<file path="src/rtl/ara_eoc_pkg.sv">
// Shared types and helpers for the Ara end-of-computation monitor.
package ara_eoc_pkg;

  typedef enum logic [1:0] {IDLE, RUN, DONE} eoc_state_e;

  localparam int unsigned TohostExitBit = 0;

  typedef logic [62:0] exit_code_t;

  function automatic logic [63:0] pack_exit(exit_code_t code);
    return {code, 1'b1};
  endfunction

endpackage

</file>
<file path="src/rtl/ara_eoc_slot.sv">
// Per-core exit slot: latches the first exiting tohost write and its code.
module ara_eoc_slot
  import ara_eoc_pkg::*;
(
  input  logic        clk_i,
  input  logic        rst_ni,
  input  logic        capture_en,
  input  logic        clear,
  input  logic        valid,
  input  logic [63:0] data,
  output logic        capture,
  output logic        exited,
  output logic        fail,
  output exit_code_t  code
);

  // Once exited, the slot is frozen: first exit wins.
  assign capture = capture_en & valid & data[TohostExitBit] & ~exited;
  assign fail    = exited & (code != '0);

  always_ff @(posedge clk_i or negedge rst_ni) begin
    if (!rst_ni) begin
      exited <= 1'b0;
      code   <= '0;
    end else if (clear) begin
      exited <= 1'b0;
      code   <= '0;
    end else if (capture) begin
      exited <= 1'b1;
      code   <= data[63:1];
    end
  end

endmodule

</file>
<file path="src/rtl/ara_eoc_monitor.sv">
// End-of-computation monitor: per-core exit capture, success/fail/timeout
// decision and RUN-cycle runtime measurement.
module ara_eoc_monitor
  import ara_eoc_pkg::*;
#(
  parameter int unsigned NrCores       = 1,
  parameter int unsigned CntWidth      = 64,
  parameter int unsigned TimeoutCycles = 0,
  parameter bit          StopOnFail    = 1'b1,
  parameter exit_code_t  TimeoutCode   = 63'hDEAD,
  localparam int unsigned FfW          = (NrCores > 1) ? $clog2(NrCores) : 1
) (
  input  logic                         clk_i,
  input  logic                         rst_ni,
  input  logic                         start_i,
  input  logic                         clear_i,
  input  logic [NrCores-1:0]           tohost_valid_i,
  input  logic [NrCores-1:0][63:0]     tohost_i,
  output logic                         done_o,
  output logic [63:0]                  exit_o,
  output logic                         fail_o,
  output logic                         timeout_o,
  output logic [CntWidth-1:0]          runtime_o,
  output logic [NrCores-1:0]           exited_mask_o,
  output logic [FfW-1:0]               first_fail_core_o
);

  eoc_state_e                  state;
  logic [CntWidth-1:0]         cnt, cnt_nxt;
  logic [NrCores-1:0]          capture, exited, fail_v, new_fail;
  logic [NrCores-1:0][62:0]    codes;
  logic [FfW-1:0]              ff_core, nf_idx;
  exit_code_t                  nf_code, fail_code;
  logic                        all_exit, old_fail, any_fail, stop_fail, to_hit, term;

  for (genvar c = 0; c < NrCores; c++) begin : g_slot
    ara_eoc_slot u_slot (
      .clk_i     (clk_i),
      .rst_ni    (rst_ni),
      .capture_en(state == RUN),
      .clear     (clear_i),
      .valid     (tohost_valid_i[c]),
      .data      (tohost_i[c]),
      .capture   (capture[c]),
      .exited    (exited[c]),
      .fail      (fail_v[c]),
      .code      (codes[c])
    );
    assign new_fail[c] = capture[c] & (tohost_i[c][63:1] != '0);
  end

  // Lowest-index failing capture this cycle; used only if no earlier failure.
  always_comb begin
    nf_idx  = '0;
    nf_code = '0;
    for (int c = NrCores - 1; c >= 0; c--) begin
      if (new_fail[c]) begin
        nf_idx  = FfW'(c);
        nf_code = tohost_i[c][63:1];
      end
    end
  end

  // The watchdog and runtime counters would always hold identical values,
  // so a single saturating counter serves both.
  assign cnt_nxt   = (&cnt) ? cnt : cnt + 1'b1;
  assign all_exit  = &(exited | capture);
  assign old_fail  = |fail_v;
  assign any_fail  = old_fail | (|new_fail);
  assign stop_fail = StopOnFail && any_fail;
  assign to_hit    = (TimeoutCycles != 0) && (cnt_nxt == CntWidth'(TimeoutCycles));
  assign term      = all_exit | stop_fail | to_hit;
  assign fail_code = old_fail ? codes[ff_core] : nf_code;

  always_ff @(posedge clk_i or negedge rst_ni) begin
    if (!rst_ni) begin
      state     <= IDLE;
      cnt       <= '0;
      ff_core   <= '0;
      done_o    <= 1'b0;
      exit_o    <= '0;
      fail_o    <= 1'b0;
      timeout_o <= 1'b0;
    end else if (clear_i) begin
      state     <= IDLE;
      cnt       <= '0;
      ff_core   <= '0;
      done_o    <= 1'b0;
      exit_o    <= '0;
      fail_o    <= 1'b0;
      timeout_o <= 1'b0;
    end else begin
      case (state)
        IDLE: if (start_i) begin
          state <= RUN;
          cnt   <= '0;
        end
        RUN: begin
          cnt <= cnt_nxt;
          if (!old_fail && (|new_fail)) ff_core <= nf_idx;
          if (term) begin
            state  <= DONE;
            done_o <= 1'b1;
            // Captures in the terminating cycle outrank the watchdog.
            if (!all_exit && !stop_fail) begin
              timeout_o <= 1'b1;
              fail_o    <= 1'b1;
              exit_o    <= pack_exit(TimeoutCode);
            end else if (any_fail) begin
              fail_o <= 1'b1;
              exit_o <= pack_exit(fail_code);
            end else begin
              exit_o <= pack_exit('0);
            end
          end
        end
        DONE: ;
        default: state <= IDLE;
      endcase
    end
  end

  assign runtime_o         = cnt;
  assign exited_mask_o     = exited;
  assign first_fail_core_o = ff_core;

endmodule
</file>
<file path="config.mk">
export PLATFORM = sky130hd
export DESIGN_NAME = ara_eoc_monitor
export DESIGN_NICKNAME = d
export VERILOG_FILES = /design/src/rtl/ara_eoc_pkg.sv /design/src/rtl/ara_eoc_slot.sv /design/src/rtl/ara_eoc_monitor.sv
export SDC_FILE = /design/constraint.sdc
export NUM_CORES = 1
export LEC_CHECK = 0
export ABC_AREA = 1
export ABC_CLOCK_PERIOD_IN_PS = 2100
export CAP_MARGIN = 20
export CORE_ASPECT_RATIO = 1.2
export CORE_MARGIN = 10
export CORE_UTILIZATION = 53
export CTS_CLUSTER_DIAMETER = 120
export CTS_CLUSTER_SIZE = 40
export DETAILED_ROUTE_END_ITERATION = 10
export PLACE_DENSITY = 0.77
export SYNTH_ARGS = -nofsm -noshare
export SYNTH_HDL_FRONTEND = slang
export SYNTH_SLANG_ARGS = --single-unit
</file>
<file path="constraint.sdc">
create_clock -name clk_i -period 2.1 [get_ports clk_i]
set_input_delay 0.21 -clock clk_i [delete_from_list [all_inputs] [get_ports clk_i]]
set_output_delay 0.21 -clock clk_i [all_outputs]
set_load 0.02 [all_outputs]
</file>
== Yosys cells after proc, flatten, opt, wreduce, memory -nomap -nowiden ==
Index checks and enable logic that the tools add are counted.
Word-level totals
  register bits after elaboration: 198
  bits of input ports: 69
  output and inout bits: 133
  logic and storage cells: 83
Operators by class
  add/sub/neg operators: 1
  order comparisons: 1
  eq/ne operators: 6
  muxes and demuxes: 35
  bitwise operators: 9
  reduce and logical (&&, ||, !) cells: 22
Operators with widths (count)
  $mux 64: 8
  $mux 63: 5
  $pmux 64 s2: 1
  $reduce_bool 63->1: 2
  $add 64x1->64 const B: 1
  $reduce_and 64->1: 1
  $mux 1: 17
  $reduce_and 3->1: 4
  $reduce_bool 2->1: 5
  $ne 3x3->1 const B: 3
  $mux 2: 3
  $pmux 2 s3: 1
  $reduce_bool 3->1: 2
  $and 1x1->1: 5
  $reduce_and 2->1: 2
  $logic_not 1->1: 3
  $or 1x1->1: 3
  $eq 2x1->1 const B: 1
  $eq 2x2->1 const B: 1
  $logic_and 1x1->1: 2
  $logic_not 2->1: 1
  $ne 2x2->1 const B: 1
  $lt 1x1->1 const B: 1
  $not 1->1: 1

== Longest topological paths before layout ==
  depth in word-level cells: 12
  depth in mapped cells: 13
  depth with buffers taken out: 11

== Cells and area by module ==
A second synthesis with hierarchy kept.
Unflattened totals
  cells, all modules: 1663
  area total of the unflattened synthesis: 11388.4 µm²
By module, submodules not included
  ara_eoc_monitor: instances 1, cells an instance 1319, area an instance 8515.7 µm², seq. area each 3303.2 µm²
  ara_eoc_slot: instances 1, cells an instance 344, area an instance 2872.8 µm², seq. area each 1601.5 µm²

== Worst setup path after synthesis ==
No wires, ideal clock.
  kind: register -> register
  from: register cnt[0], in the netlist runtime_o[0]
  to: register cnt[26], in the netlist runtime_o[26]
  setup time: 0.134 ns
  data arrival time: 1.791 ns
  required time: 1.966 ns
  path slack: 0.176 ns
  stages on the path, launching flop included: 13
  cell sequence: dfrtp_1 > ha_1 > inv_1 > nor2_1 > nand3_1 > nor2_1 > nand3_1 > nor2_2 > nor2_4 > clkinv_2 > buf_6 > nand2_1 > o31ai_1
Between the ends
  cells in the longest elaborated chain, start to end: 4
  elaborated cells between the ends (all ways): 7
  classes of those cells: 1 x add/sub; 1 x eq/ne; 3 x mux; 2 x reduce/logical
Ends and longest elaborated chain
  from (decl): RTL line ara_eoc_monitor.sv:29  | logic [CntWidth-1:0] cnt, cnt_nxt;
  from (signal assigned): RTL line ara_eoc_monitor.sv:99  | cnt <= cnt_nxt;
  $add 64x1->64: RTL line ara_eoc_monitor.sv:66  | assign cnt_nxt = (&cnt) ? cnt : cnt + 1'b1;
  $mux 64: RTL line ara_eoc_monitor.sv:66
  $pmux 64 s2: RTL line ara_eoc_monitor.sv:93  | case (state)
  $mux 64: RTL line ara_eoc_monitor.sv:84  | end else if (clear_i) begin
Parallel ways exist; a longest one is shown, timed or not. The select of a mux whose other input is x is not followed.
A chain may end at the register's enable or synchronous reset.

== Final worst setup path ==
  from: register cnt[47], in the netlist runtime_o[47]
  to: register cnt[26], in the netlist runtime_o[26]
Between the ends
  cells in the longest elaborated chain, start to end: 3
Ends and longest elaborated chain (RTL line)
  $reduce_and 64->1: ara_eoc_monitor.sv:66
  $ne 3x3->1 (no line)
  $reduce_and 3->1 (no line)
Every way passes these cells.

==> results.py <==
metrics = {
    "critical_path": {
        "r2r_start": "runtime_o[47]$_DFFE_PN0P_",
        "regToRegEndpoint": "runtime_o[26]$_DFFE_PN0P_",
        "critical_path_buf_inv_count": 2,
        "path_cells": "nand2_1 > nor2_1 > nand2_1 > nor2_2 > nand3_1 > nor2_4 > nor2_4 > clkinv_2 > buf_12 > nand2_1 > o31ai_1",
        "slowest_delay_ns": 0.42,
        "cp_max_fo": 25,
        "setup.worst_path.class": "register to register",
        "cpMaxStageDelayCell": "dfrtp_1",
        "required_ns": 2.44,
        "r2r_setup_slack_ns": 0.08,
        "start_kind": "register",
        "cpMostUsedCell": "nand2_1",
        "endpoint_kind": "register",
        "arrival_ns": 2.36,
        "cp-startpoint": "runtime_o[47]$_DFFE_PN0P_",
        "path_delay_family": "simple AND/OR/NAND/NOR gates",
        "rr_worst_depth": 11,
    },
    "drt": {
        "antenna_left": 0,
        "dr.pass1.iters": 6,
        "wl_um": 42400,
        "drt-initial-drc-count": 1182,
        "wl_per_cell_um": 19.8,
        "drcViolationCount": 0,
        "vias": 12290,
        "avgViaCountPerCell": 5.72,
    },
    "job": {
        "timing.max_cap.violations": 0,
    },
    "floorplanning": {
        "pin_count": 202,
        "start_util_pct": 53.5,
        "die_width_um": 153,
        "core_sq_um": 20900,
        "row_count": 58,
        "die_h_um": 179,
        "dieArea_sq_um": 27300,
    },
    "power": {
        "p_leak_uw": 0.00681,
        "power_per_cell_area_nw_per_um2": 565,
        "ir_drop_uv": 601,
        "total_power_uw": 8320,
    },
    "synth": {
        "yosysMostFrequentCell": "nand2_1",
        "synth_area_leaders": "dfrtp_1 (44%), nand2_1 (18%), nand3_1 (7.0%)",
        "synth_edf_count": 0,
        "yosysWarnings": 0,
        "ys_types": 34,
        "netlist_top_cells_count": "nand2_1 (528), nor2_1 (207), dfrtp_1 (196), inv_1 (177), nand3_1 (157)",
        "synth_flop_cell": "dfrtp_1",
        "seq_area_frac_synth_pct": 43.8,
        "synth_top_area_share_pct": 43.8,
        "yosys.area.top_type": "dfrtp_1",
        "syn_area_sq_um": 11200,
        "synth_nets": 1690,
        "syn_inst": 1620,
        "synth-seq-cells": 196,
        "syn_avg_cell_area_sq_um": 6.91,
        "ys_async_sr_fraction_pct": 100,
    },
    "timing": {
        "max_slew_margin_pct": 60.7,
        "finalCritPeriodShare_pct": 96.2,
        "finalHoldViolations": 0,
        "tightest_slew_ns": 0.590,
        "fmax_ghz": 0.495,
        "finalSetupViolCount": 0,
        "min_period_ns": 2.02,
        "drv_slew": 0,
        "finClkSkew_ns": 0.0144,
        "fin_setup_tns_ns": 0,
    },
    "finish": {
        "design_area_sq_um": 14700,
        "drive_above_1_share_pct": 8.68,
        "finalNetCount": 1934,
        "areaGrowthSynthToFinish_pct": 31.7,
    },
    "worst_hold_path": {
        "hold_path_class": "primary input to asynchronous set/reset pin",
    },
    "global_route": {
        "overflow": 0,
        "grt_max_degree": 73,
        "grt_pass1_vias": 11867,
        "antenna_found_initial": 1,
        "groute.usage.overall_pct": 29.9,
        "grt_first_pass_wirelength_um": 65200,
    },
    "placement": {
        "hpwlAfterDp_um": 31000,
        "place.gp.congestion": 1.03,
        "portBuffers": 200,
        "placement.cell_area_sq_um": 14000,
    },
    "cts": {
        "cts_sinks": 196,
        "cts_buffers": 17,
        "clkLatencyLatePin_ns": 0.45,
        "cts_root_buf": "clkbuf_16",
        "cts_buffer_depth": 2,
        "clk_pin_slew_ns": 0.08,
        "cts-htree-levels": 4,
        "cts_tree": "done",
    },
    "outcome": {
        "status": "complete, no violations",
    },
}
==> final cells by class <==
| class | count | area (sq um) |
|---|---|---|
| fillers | 1756 | 6160 |
| clock inverters | 14 | 154 |
| flip-flops and latches | 196 | 4910 |
| multi-input cells | 1168 | 5280 |
| well taps | 270 | 338 |
| repair buffers | 298 | 2940 |
| inverters | 183 | 688 |
| diodes | 1 | 2.50 |
| clock buffers | 18 | 429 |
==> registers in the layout (all words and copies together) (netlist names) <==
register              flops
g_slot.u_slot.code       63
g_slot.u_slot.exited      1
timeout_o                 1
exit_o                   64
runtime_o                64
state                     2
fail_o                    1
==> cell families (layout without fill, tap and decap cells) <==
logic type	count (synthesis)	after routing	share of synthesized area [%]
xor+xnor	20	20	1.57
fa+ha+maj	1	1	0.112
simple gates	992	992	37.4
compound gates	154	154	7.54
buf+inv	256	513	9.50
other cells	1	2	0.0335
flops	196	196	43.8
==> cell usage in the layout, fill, tap and decap left out, types with 4 or more instances in the layout <==
cell type        synthesis  routed
nand2_1                528     526
nor2_1                 207     200
clkdlybuf4s50_1          0     199
dfrtp_1                196     193
inv_1                  177     176
nand3_1                157     157
o21ai_0                101     101
buf_4                    7      81
nand4_1                 70      70
o22ai_1                 33      33
xor2_1                  18      18
clkbuf_16                0      18
nor3_1                  15      15
buf_12                   0      14
nor2_2                   5      10
o21ai_1                  7       7
inv_6                    0       7
o31ai_1                  6       6
inv_2                    4       5
nor2_4                   3       5
o21bai_1                 5       5
clkinv_8                 0       4
==> worst reg2reg max path: stages, from the launching register on <==
cell      delay [ns]
dfrtp_1         0.42
nand2_1         0.10
nor2_1          0.18
nand2_1         0.15
nor2_2          0.23
nand3_1         0.16
nor2_4          0.20
nor2_4          0.08
clkinv_2        0.07
buf_12          0.16
nand2_1         0.09
o31ai_1         0.08
==> per-stage QoR <==
| stage | util, % | setup WS, ns | hold slack, ns | cells |
|---|---|---|---|---|
| 4_1_cts | 70.0 | 0.0495 | 0.346 | 2143 |
| 6_report | 70.5 | 0.0795 | 0.318 | 2148 |
| 3_3_place_gp | 67.2 | -0.0759 | 0.252 | 2110 |
| 5_1_grt | 70.5 | -0.0140 | 0.374 | 2148 |
| 2_1_floorplan | - | 0.176 | -0.0856 | 1620 |
| 3_5_place_dp | 67.2 | -0.133 | 0.252 | 2110 |
==> how the worst max path moves through the flow <==
stage / end / cells after the start
final: runtime_o[26]$_DFFE_PN0P_ / 11
after global routing: runtime_o[49]$_DFFE_PN0P_ / 10
after CTS: runtime_o[39]$_DFFE_PN0P_ / 11
after detailed placement: runtime_o[39]$_DFFE_PN0P_ / 10
after global placement: runtime_o[53]$_DFFE_PN0P_ / 11
after floorplan: runtime_o[26]$_DFFE_PN0P_ / 12
==> repair_timing <==
| action | in CTS | in global routing |
|---|---|---|
| hold buffers | 1 | 0 |
| endpoints found under the hold margin | 56 | 0 |
| setup buffers | 0 | 3 |
| endpoints found under the setup margin | 0 | 124 |
| resized for setup | 0 | 18 |
==> power by group <==
group / switching, uW / total, uW / internal, uW
Clock: 1690 / 3290 / 1600
Sequential: 35.8 / 3860 / 3820
Combinational: 761 / 1170 / 405
Total: 2490 / 8320 / 5830
==> layer usage <==
metal | wire length [um] | track usage (%)
met1 | 15500 | 33.9
met2 | 20800 | 51.4
met3 | 3560 | 6.17
met4 | 2650 | 18.1
met5 | 0 | 0
Power figures use the tool's default switching activity.
